File: config.mk
export PLATFORM = sky130hd
export DESIGN_NAME = hazard_sequencer
export DESIGN_NICKNAME = d
export VERILOG_FILES = /design/src/rtl/hazard_pkg.sv /design/src/rtl/md_sequencer.sv /design/src/rtl/hazard_sequencer.sv
export SDC_FILE = /design/constraint.sdc
export NUM_CORES = 1
export LEC_CHECK = 0
export ABC_AREA = 1
export CORE_MARGIN = 2
export CORE_UTILIZATION = 40
export CTS_CLUSTER_SIZE = 40
export DETAILED_ROUTE_END_ITERATION = 8
export PLACE_DENSITY = 0.79
export RECOVER_POWER = 50
export SETUP_SLACK_MARGIN = 0.3
export SYNTH_ARGS = -nofsm -noshare
export SYNTH_HDL_FRONTEND = slang
export SYNTH_HIERARCHICAL = 1
export SYNTH_SLANG_ARGS = --single-unit
File: constraint.sdc
create_clock -name clk -period 2.1 [get_ports clk]
set_input_delay 0.42 -clock clk [delete_from_list [all_inputs] [get_ports clk]]
set_output_delay 0.42 -clock clk [all_outputs]
set_load 0.02 [all_outputs]
File: src/rtl/hazard_pkg.sv
// Shared types and constants for the pipeline hazard sequencer and its mult/div tracker.
package hazard_pkg;

    typedef enum logic [1:0] {
        IDLE = 2'd0,
        MULT = 2'd1,
        DIV  = 2'd2
    } md_state_t;

    localparam int MULT_CYCLES = 4;
    localparam int DIV_CYCLES  = 16;

    localparam logic [3:0] MULT_LOAD = 4'(MULT_CYCLES - 1);
    localparam logic [3:0] DIV_LOAD  = 4'(DIV_CYCLES - 1);

    localparam logic [1:0] FWD_RF = 2'b00;
    localparam logic [1:0] FWD_W  = 2'b01;
    localparam logic [1:0] FWD_M  = 2'b10;

    // The youngest producer (memory stage) wins when both later stages match.
    function automatic logic [1:0] fwd_sel(input logic [3:0] ea,
                                           input logic [3:0] ma3,
                                           input logic       mwe3,
                                           input logic [3:0] wa3,
                                           input logic       wwe3);
        if (mwe3 && (ma3 == ea))
            return FWD_M;
        if (wwe3 && (wa3 == ea))
            return FWD_W;
        return FWD_RF;
    endfunction

endpackage

File: src/rtl/md_sequencer.sv
// Multiply/divide occupancy tracker: a down-counter that holds busy for the unit latency.
//   state | meaning
//   IDLE  | no operation in flight, accepts start
//   MULT  | multiply in progress, count runs MULT_CYCLES-1 .. 0
//   DIV   | divide in progress, count runs DIV_CYCLES-1 .. 0
module md_sequencer
    import hazard_pkg::*;
(
    input  logic clk,
    input  logic reset,
    input  logic start,
    input  logic div,
    output logic busy,
    output logic done
);

    md_state_t  state;
    md_state_t  state_next;
    logic [3:0] count;
    logic [3:0] count_next;

    always_ff @(posedge clk) begin
        if (reset) begin
            state <= IDLE;
            count <= 4'd0;
        end else begin
            state <= state_next;
            count <= count_next;
        end
    end

    always_comb begin
        state_next = state;
        count_next = count;
        case (state)
            IDLE: begin
                if (start) begin
                    state_next = div ? DIV : MULT;
                    count_next = div ? DIV_LOAD : MULT_LOAD;
                end
            end
            MULT, DIV: begin
                if (count == 4'd0) begin
                    state_next = IDLE;
                    count_next = 4'd0;
                end else begin
                    count_next = count - 4'd1;
                end
            end
            default: begin
                state_next = IDLE;
                count_next = 4'd0;
            end
        endcase
    end

    // Outputs are held low while reset is asserted, not just after the edge.
    always_comb begin
        busy = 1'b0;
        done = 1'b0;
        if (!reset && (state != IDLE)) begin
            busy = 1'b1;
            done = (count == 4'd0);
        end
    end

endmodule

File: src/rtl/hazard_sequencer.sv
// Pipeline stall/flush and operand-forwarding control; HAZARD_FORWARD_EN enables bypassing,
// otherwise any pending register write into a decode source stalls.
module hazard_sequencer
    import hazard_pkg::*;
(
    input  logic       clk,
    input  logic       reset,
    input  logic [3:0] Da1,
    input  logic [3:0] Da2,
    input  logic [3:0] Ea1,
    input  logic [3:0] Ea2,
    input  logic [3:0] Ea3,
    input  logic       Ewe3,
    input  logic       Eload,
    input  logic [3:0] Ma3,
    input  logic       Mwe3,
    input  logic [3:0] Wa3,
    input  logic       Wwe3,
    input  logic       Dmdstart,
    input  logic       Dhiloread,
    input  logic       Emdstart,
    input  logic       Ediv,
    output logic       stallF,
    output logic       stallD,
    output logic       flushE,
    output logic [1:0] forwardAE,
    output logic [1:0] forwardBE,
    output logic       md_busy,
    output logic       md_done
);

    logic       md_hazard;
    logic       lu_hazard;
    logic       raw_hazard;
    logic       stall;
    logic [1:0] fwd_a;
    logic [1:0] fwd_b;

    md_sequencer u_md (
        .clk   (clk),
        .reset (reset),
        .start (Emdstart),
        .div   (Ediv),
        .busy  (md_busy),
        .done  (md_done)
    );

`ifndef HAZARD_FORWARD_EN
    logic unused_fwd_srcs;
    assign unused_fwd_srcs = ^{Ea1, Ea2};
`endif

    always_comb begin
        // The done cycle is when hi/lo is written, so a waiting reader may proceed.
        md_hazard = (Dmdstart | Dhiloread) & (md_busy | Emdstart) & ~md_done;
        lu_hazard = Eload & Ewe3 & ((Ea3 == Da1) | (Ea3 == Da2));
`ifdef HAZARD_FORWARD_EN
        raw_hazard = 1'b0;
        fwd_a      = fwd_sel(Ea1, Ma3, Mwe3, Wa3, Wwe3);
        fwd_b      = fwd_sel(Ea2, Ma3, Mwe3, Wa3, Wwe3);
`else
        raw_hazard = (Ewe3 & ((Ea3 == Da1) | (Ea3 == Da2)))
                   | (Mwe3 & ((Ma3 == Da1) | (Ma3 == Da2)))
                   | (Wwe3 & ((Wa3 == Da1) | (Wa3 == Da2)));
        fwd_a      = FWD_RF;
        fwd_b      = FWD_RF;
`endif
        stall = ~reset & (md_hazard | lu_hazard | raw_hazard);
    end

    assign stallF    = stall;
    assign stallD    = stall;
    assign flushE    = stall;
    assign forwardAE = reset ? FWD_RF : fwd_a;
    assign forwardBE = reset ? FWD_RF : fwd_b;

endmodule

### Yosys cells after proc, flatten, opt, wreduce, memory -nomap -nowiden

Cells that the tools add are included.

* add/sub/neg operators: 1
* equal/unequal tests: 10
* multiplexer cells: 10
* bitwise operators: 19
* reductions and logical operators: 7

Operators with widths (number)
* 4-bit == test: 6
* 4-bit 2-to-1 mux: 3
* 1-bit OR: 9
* 1-bit bitwise AND: 8
* 4-bit case mux with 2 select lines: 1
* 2-bit 2-to-1 mux: 3
* 4-bit logical NOT: 1
* 2-bit case mux with 2 select lines: 1
* 4-bit by 1-bit subtractor with 4-bit output (second input constant): 1
* 2-bit by 1-bit == test with 1-bit output (second input constant): 1
* 2-bit == test (second input constant): 1
* 2-bit logical NOT: 1
* 1-bit 2-to-1 mux: 2
* 2-bit by 1-bit inequality test with 1-bit output (second input constant): 1
* 2-bit inequality test (second input constant): 1
* 1-bit NOT: 2
* 2-bit AND reduction: 1
* 2-bit nonzero test: 1
* 2-bit OR reduction: 1
* 1-bit logical AND: 1
* 1-bit logical NOT: 1

* register bits after elaboration: 6
* bits of input ports: 38
* output and inout bits: 9
* logic and storage cells: 49

### Logic depth before layout (Yosys ltp)

* word-level depth: 9
* gate-level depth with buffers: 11
* gate-level depth less buffers: 10

### Cells and area by module

The synthesis kept the hierarchy.

Modules (own cells, without submodules)
* hazard_sequencer: times used 1, cells an instance 130, area an instance 511.7 um^2, sequential area each 0.0 um^2
* md_sequencer: times used 1, cells an instance 58, area an instance 396.6 um^2, sequential area each 120.1 um^2

### Least setup slack after synthesis

No wires, ideal clock.

* path kind: reg-to-output
* start point: register u_md.state[0]
* end point: output port stallD
* arrival: 1.818 ns
* required time: 1.680 ns
* setup slack: -0.138 ns
* stages on the path, launching flop included: 10
* buffers on the path: 1
* cells stage by stage: dfxtp_1 > inv_1 > ha_1 > nor3_1 > nor2_1 > o21ai_1 > nand2_1 > nor2_1 > nor2_1 > buf_4

* elaborated cells between the ends (all ways): 11
* those cells by class: mux: 2; bitwise: 7; reduce/logical: 2

RTL lines
* from (decl): line md_sequencer.sv:17 `md_state_t state;`
* from (signal assigned): line md_sequencer.sv:27 `state <= state_next;`
* 2-bit nonzero test: line md_sequencer.sv:61 `if (!reset && (state != IDLE)) begin`
* 1-bit logical AND: line md_sequencer.sv:61
* 1-bit 2-to-1 mux: line md_sequencer.sv:61
* net md_done: line hazard_sequencer.sv:29 `output logic md_done`
* 1-bit NOT: line hazard_sequencer.sv:55 `md_hazard = (Dmdstart | Dhiloread) & (md_busy | Emdstart) & ~md_done;`
* 1-bit bitwise AND: line hazard_sequencer.sv:55
* 1-bit OR (2 in a row): line hazard_sequencer.sv:68 `stall = ~reset & (md_hazard | lu_hazard | raw_hazard);`
* 1-bit bitwise AND: line hazard_sequencer.sv:68
* to (decl): line hazard_sequencer.sv:24 `output logic stallD,`

The timed path passes the listed nets, and every way through them passes these cells.

### Final worst setup path

* start point: register u_md.count[2]
* end point: output port stallD

* longest elaborated chain between the ends: 7

RTL lines
* from (decl): line md_sequencer.sv:19 `logic [3:0] count;`
* from (signal assigned): line md_sequencer.sv:28 `count <= count_next;`
* 4-bit logical NOT: line md_sequencer.sv:63 `done = (count == 4'd0);`
* 1-bit 2-to-1 mux: line md_sequencer.sv:61
* 1-bit NOT: line hazard_sequencer.sv:55
* 1-bit bitwise AND: line hazard_sequencer.sv:55
* 1-bit OR (2 in a row): line hazard_sequencer.sv:68
* 1-bit bitwise AND: line hazard_sequencer.sv:68

Every way passes these cells.

==> parameters.txt <==
Parameter                              Value

Worst setup path
  Kind of critical path    register to output port
  Largest stage delay on the critical path    0.32 ns
  Cells on worst reg2reg path    10
  Critical path buffers and inverters    1
  Crit path max fanout    3
  Worst reg2reg setup slack    0.48 ns
  Worst reg2reg path endpoint    u_md/count[2]
  Required time of the worst setup path    1.68 ns
  Type of origin of the critical path    register
  Critical path's top delay family    simple AND/OR/NAND/NOR gates
  Worst reg2reg path startpoint    u_md/state[1]
  Arrival time of data at the critical path endpoint    1.51 ns
  CP Cell Sequence    nor2_2 -> nand2_2 -> nor3_4 -> nor2_1 -> o21ai_1 -> nand2_2 -> nor2_4 -> nor2_4 -> buf_6
  Slowest cell on the critical path    sky130_fd_sc_hd__dfxtp_2
  Crit path capture type    output port

Route
  Pre-antenna DRT Iters    4
  Vias/cell    4.52
  Number of vias after detailed routing    1194
  DRT antenna net count    0
  Drc violations    0
  Total wire length after detailed routing    2.40 mm
  Routed wirelength normalized by instance count    9.09 um
  Starting DRC count in detailed routing    23

Yosys
  Number of unique standard cell types used by synthesis    21
  Post-synthesis instance area    908 um^2
  Total number of yosys warnings    6
  Sequential element share of the synthesized area    13.2%
  Synthesized flop and latch total    6
  Post-synthesis area per instance    4.83 um^2
  Synth Instances    188

Worst hold path
  Capture endpoint of the worst hold path    u_md/state[0]
  Worst min-delay path startpoint    u_md/state[0]
  Depth of the worst hold-timing path    3
  Class of the most critical hold timing path    register to register

Placed design
  RePlAce Congestion    0.887
  Count of buffers inserted at the top-level ports    33
  HPWL after detailed placement    1.94 mm

Power
  Total power    1140 uW
  Relative contribution of sequential cells to total power    17.6%
  Clock power share    9.7%
  Leakage power of the design    0.000845 uW
  Net switching share of the total power    45.2%
  VDD IR-drop max    0.788 mV
  Comb pwr share    72.8%
  Pwr Density    818 nW/um^2
  Power Internal    622 uW
  Sw Pwr    513 uW

Timing
  Final setup violation count    0
  Highest clock rate    519 MHz
  Final-report hold violation count    0
  Clock skew after layout    0.00166 ns
  Final-report max-slew violation count    0
  Post-layout min period    1.93 ns
  Final Cycle Share    91.8%
  Setup repair after global routing missed its margin    true

Clock tree
  Clock transition time at the flip-flop clock pins of the worst setup and hold paths    0.05 ns
  Root Buffer    sky130_fd_sc_hd__clkbuf_4
  Maximum level of the CTS H-tree    1
  Count of hold buffers inserted by post-cts repair    0
  Clock Sinks    6
  CTS tree    yes
  Insertion delay of the later-clocked pin in the worst-skew pair    0.24 ns
  Number of buffers between clock root and the deepest sink    2
  Number of buffers created by CTS    3

Layout
  Number of antenna diodes    0
  Sequential standard cell area    126 um^2
  Area growth from synthesis to layout    52.8%
  Area occupied by multi-input gates    687 um^2
  Total of fill cells in the finished design    236
  Layout Utilization    64.0%
  Fraction of layout cells with a size suffix above 1    22.9%
  Net total in the final layout    278

Run status
  Result of the run    complete, no violations

Floorplanning
  Core Footprint    2170 um^2
  Initial core utilization    41.9%
  Row count    17
  Die area    2670 um^2
  Width of the die    51.7 um
  Floorplan die height    51.7 um
  IO Count    47

Global routing
  Pin count of the biggest net entering global routing    7
  Via count of the first global-routing pass    1030
  Wire length of the first global-routing pass    4.02 mm
  Antenna violations before repair    0
  Global routing usage summed across all routing layers    19.2%
  Overflow left after global routing    0

Job
  Number of max-capacitance violations reported    0
[area by class of cell]
| class | instances | area share, % |
|---|---|---|
| Tap cell | 28 | 2.52 |
| Inverter | 27 | 7.30 |
| Clock buffer | 3 | 1.62 |
| Sequential cell | 6 | 9.11 |
| Timing Repair Buffer | 49 | 29.9 |
| Multi-Input combinational cell | 151 | 49.5 |
[sequential cells by signal, indices dropped and copies added, names as in the netlist]
register,cells
u_md/count,4
u_md/state,2
[routing by layer]
metal	GRT usage [%]	part of all wire, %	vias to the layer above
li1	-	-	646
met1	27.6	49	510
met2	31.6	45	36
met3	1.15	4.7	2
met4	3.95	0.71	0
met5	0	0	-
[cell families after synthesis]
group	after synthesis	share of synthesized area, %
AND/OR/NAND/NOR	136	61.3
other	1	0.413
AO/OA/AOI/OAI	9	5.78
adder cells (fa/ha/maj)	2	2.75
buffers and inverters	34	16.5
flip-flops	6	13.2
[worst min-delay path, stage by stage, from the launching register on]
cell and delay (ns):
sky130_fd_sc_hd__dfxtp_2 0.32, sky130_fd_sc_hd__buf_4 0.13, sky130_fd_sc_hd__nand2_1 0.07, sky130_fd_sc_hd__a21oi_2 0.05
[cell usage after synthesis (all sizes together)]
library cell,count,area (um^2)
nand2,107,402
ha,2,25.0
nand3b,2,15.0
nor2,22,109
dfxtp,6,120
nand4,1,6.26
nand3,2,10.0
nor3,2,15.0
clkbuf,1,3.75
a21oi,7,42.5
conb,1,3.75
o21ai,2,10.0
inv,27,101
buf,6,45.0
[how the worst max path moves through the flow]
stage | from | to | slack [ns] | depth (start not counted)
3_3_place_gp | Da1[0] | stallD | -0.55 | 12
5_1_grt | u_md/count[2] | stallF | 0.04 | 9
2_1_floorplan | reset | stallD | 0.31 | 8
6_report | u_md/count[2] | stallD | 0.17 | 9
4_1_cts | u_md/count[1] | stallD | 0.11 | 9
3_5_place_dp | Da1[0] | stallD | -0.56 | 12
[what timing repair did]
| action | CTS | global route |
|---|---|---|
| resized for setup | 49 | 20 |
| setup endpoints to repair | 5 | 5 |
| pin swaps | 6 | 6 |
| setup buffers | 4 | 0 |
[power groups by stage]
stage	clock network [uW]	registers, uW	logic [uW]
after floorplan	0	200	512
after global placement	0	193	785
after detailed placement	0	194	786
after CTS	112	194	841
after global routing	116	204	925
final	110	199	827
[placed cells by master, fill, tap and decap left out, types with 5 or more instances in the layout]
cell	Yosys	routed
sky130_fd_sc_hd__nor2_1	19	17
sky130_fd_sc_hd__clkbuf_2	0	5
sky130_fd_sc_hd__nand2_1	107	104
sky130_fd_sc_hd__a21oi_1	5	5
sky130_fd_sc_hd__buf_4	6	16
sky130_fd_sc_hd__clkdlybuf4s50_1	0	6
sky130_fd_sc_hd__inv_1	17	19
sky130_fd_sc_hd__dlygate4sd2_1	0	14
sky130_fd_sc_hd__dfxtp_2	0	5
sky130_fd_sc_hd__inv_2	10	8
[metrics by stage]
step           hold WS, ns  instance area (um^2)  cells  setup TNS [ns]  setup slack (ns)
6_report             0.600                  1390    264               0             0.172
2_1_floorplan        0.451                   977    191               0             0.307
4_1_cts              0.585                  1410    264               0             0.112
3_3_place_gp         0.568                  1370    257           -1.92            -0.550
3_5_place_dp         0.571                  1370    257           -2.00            -0.561
5_1_grt              0.604                  1390    264               0            0.0442
Power figures use the tool's default switching activity.
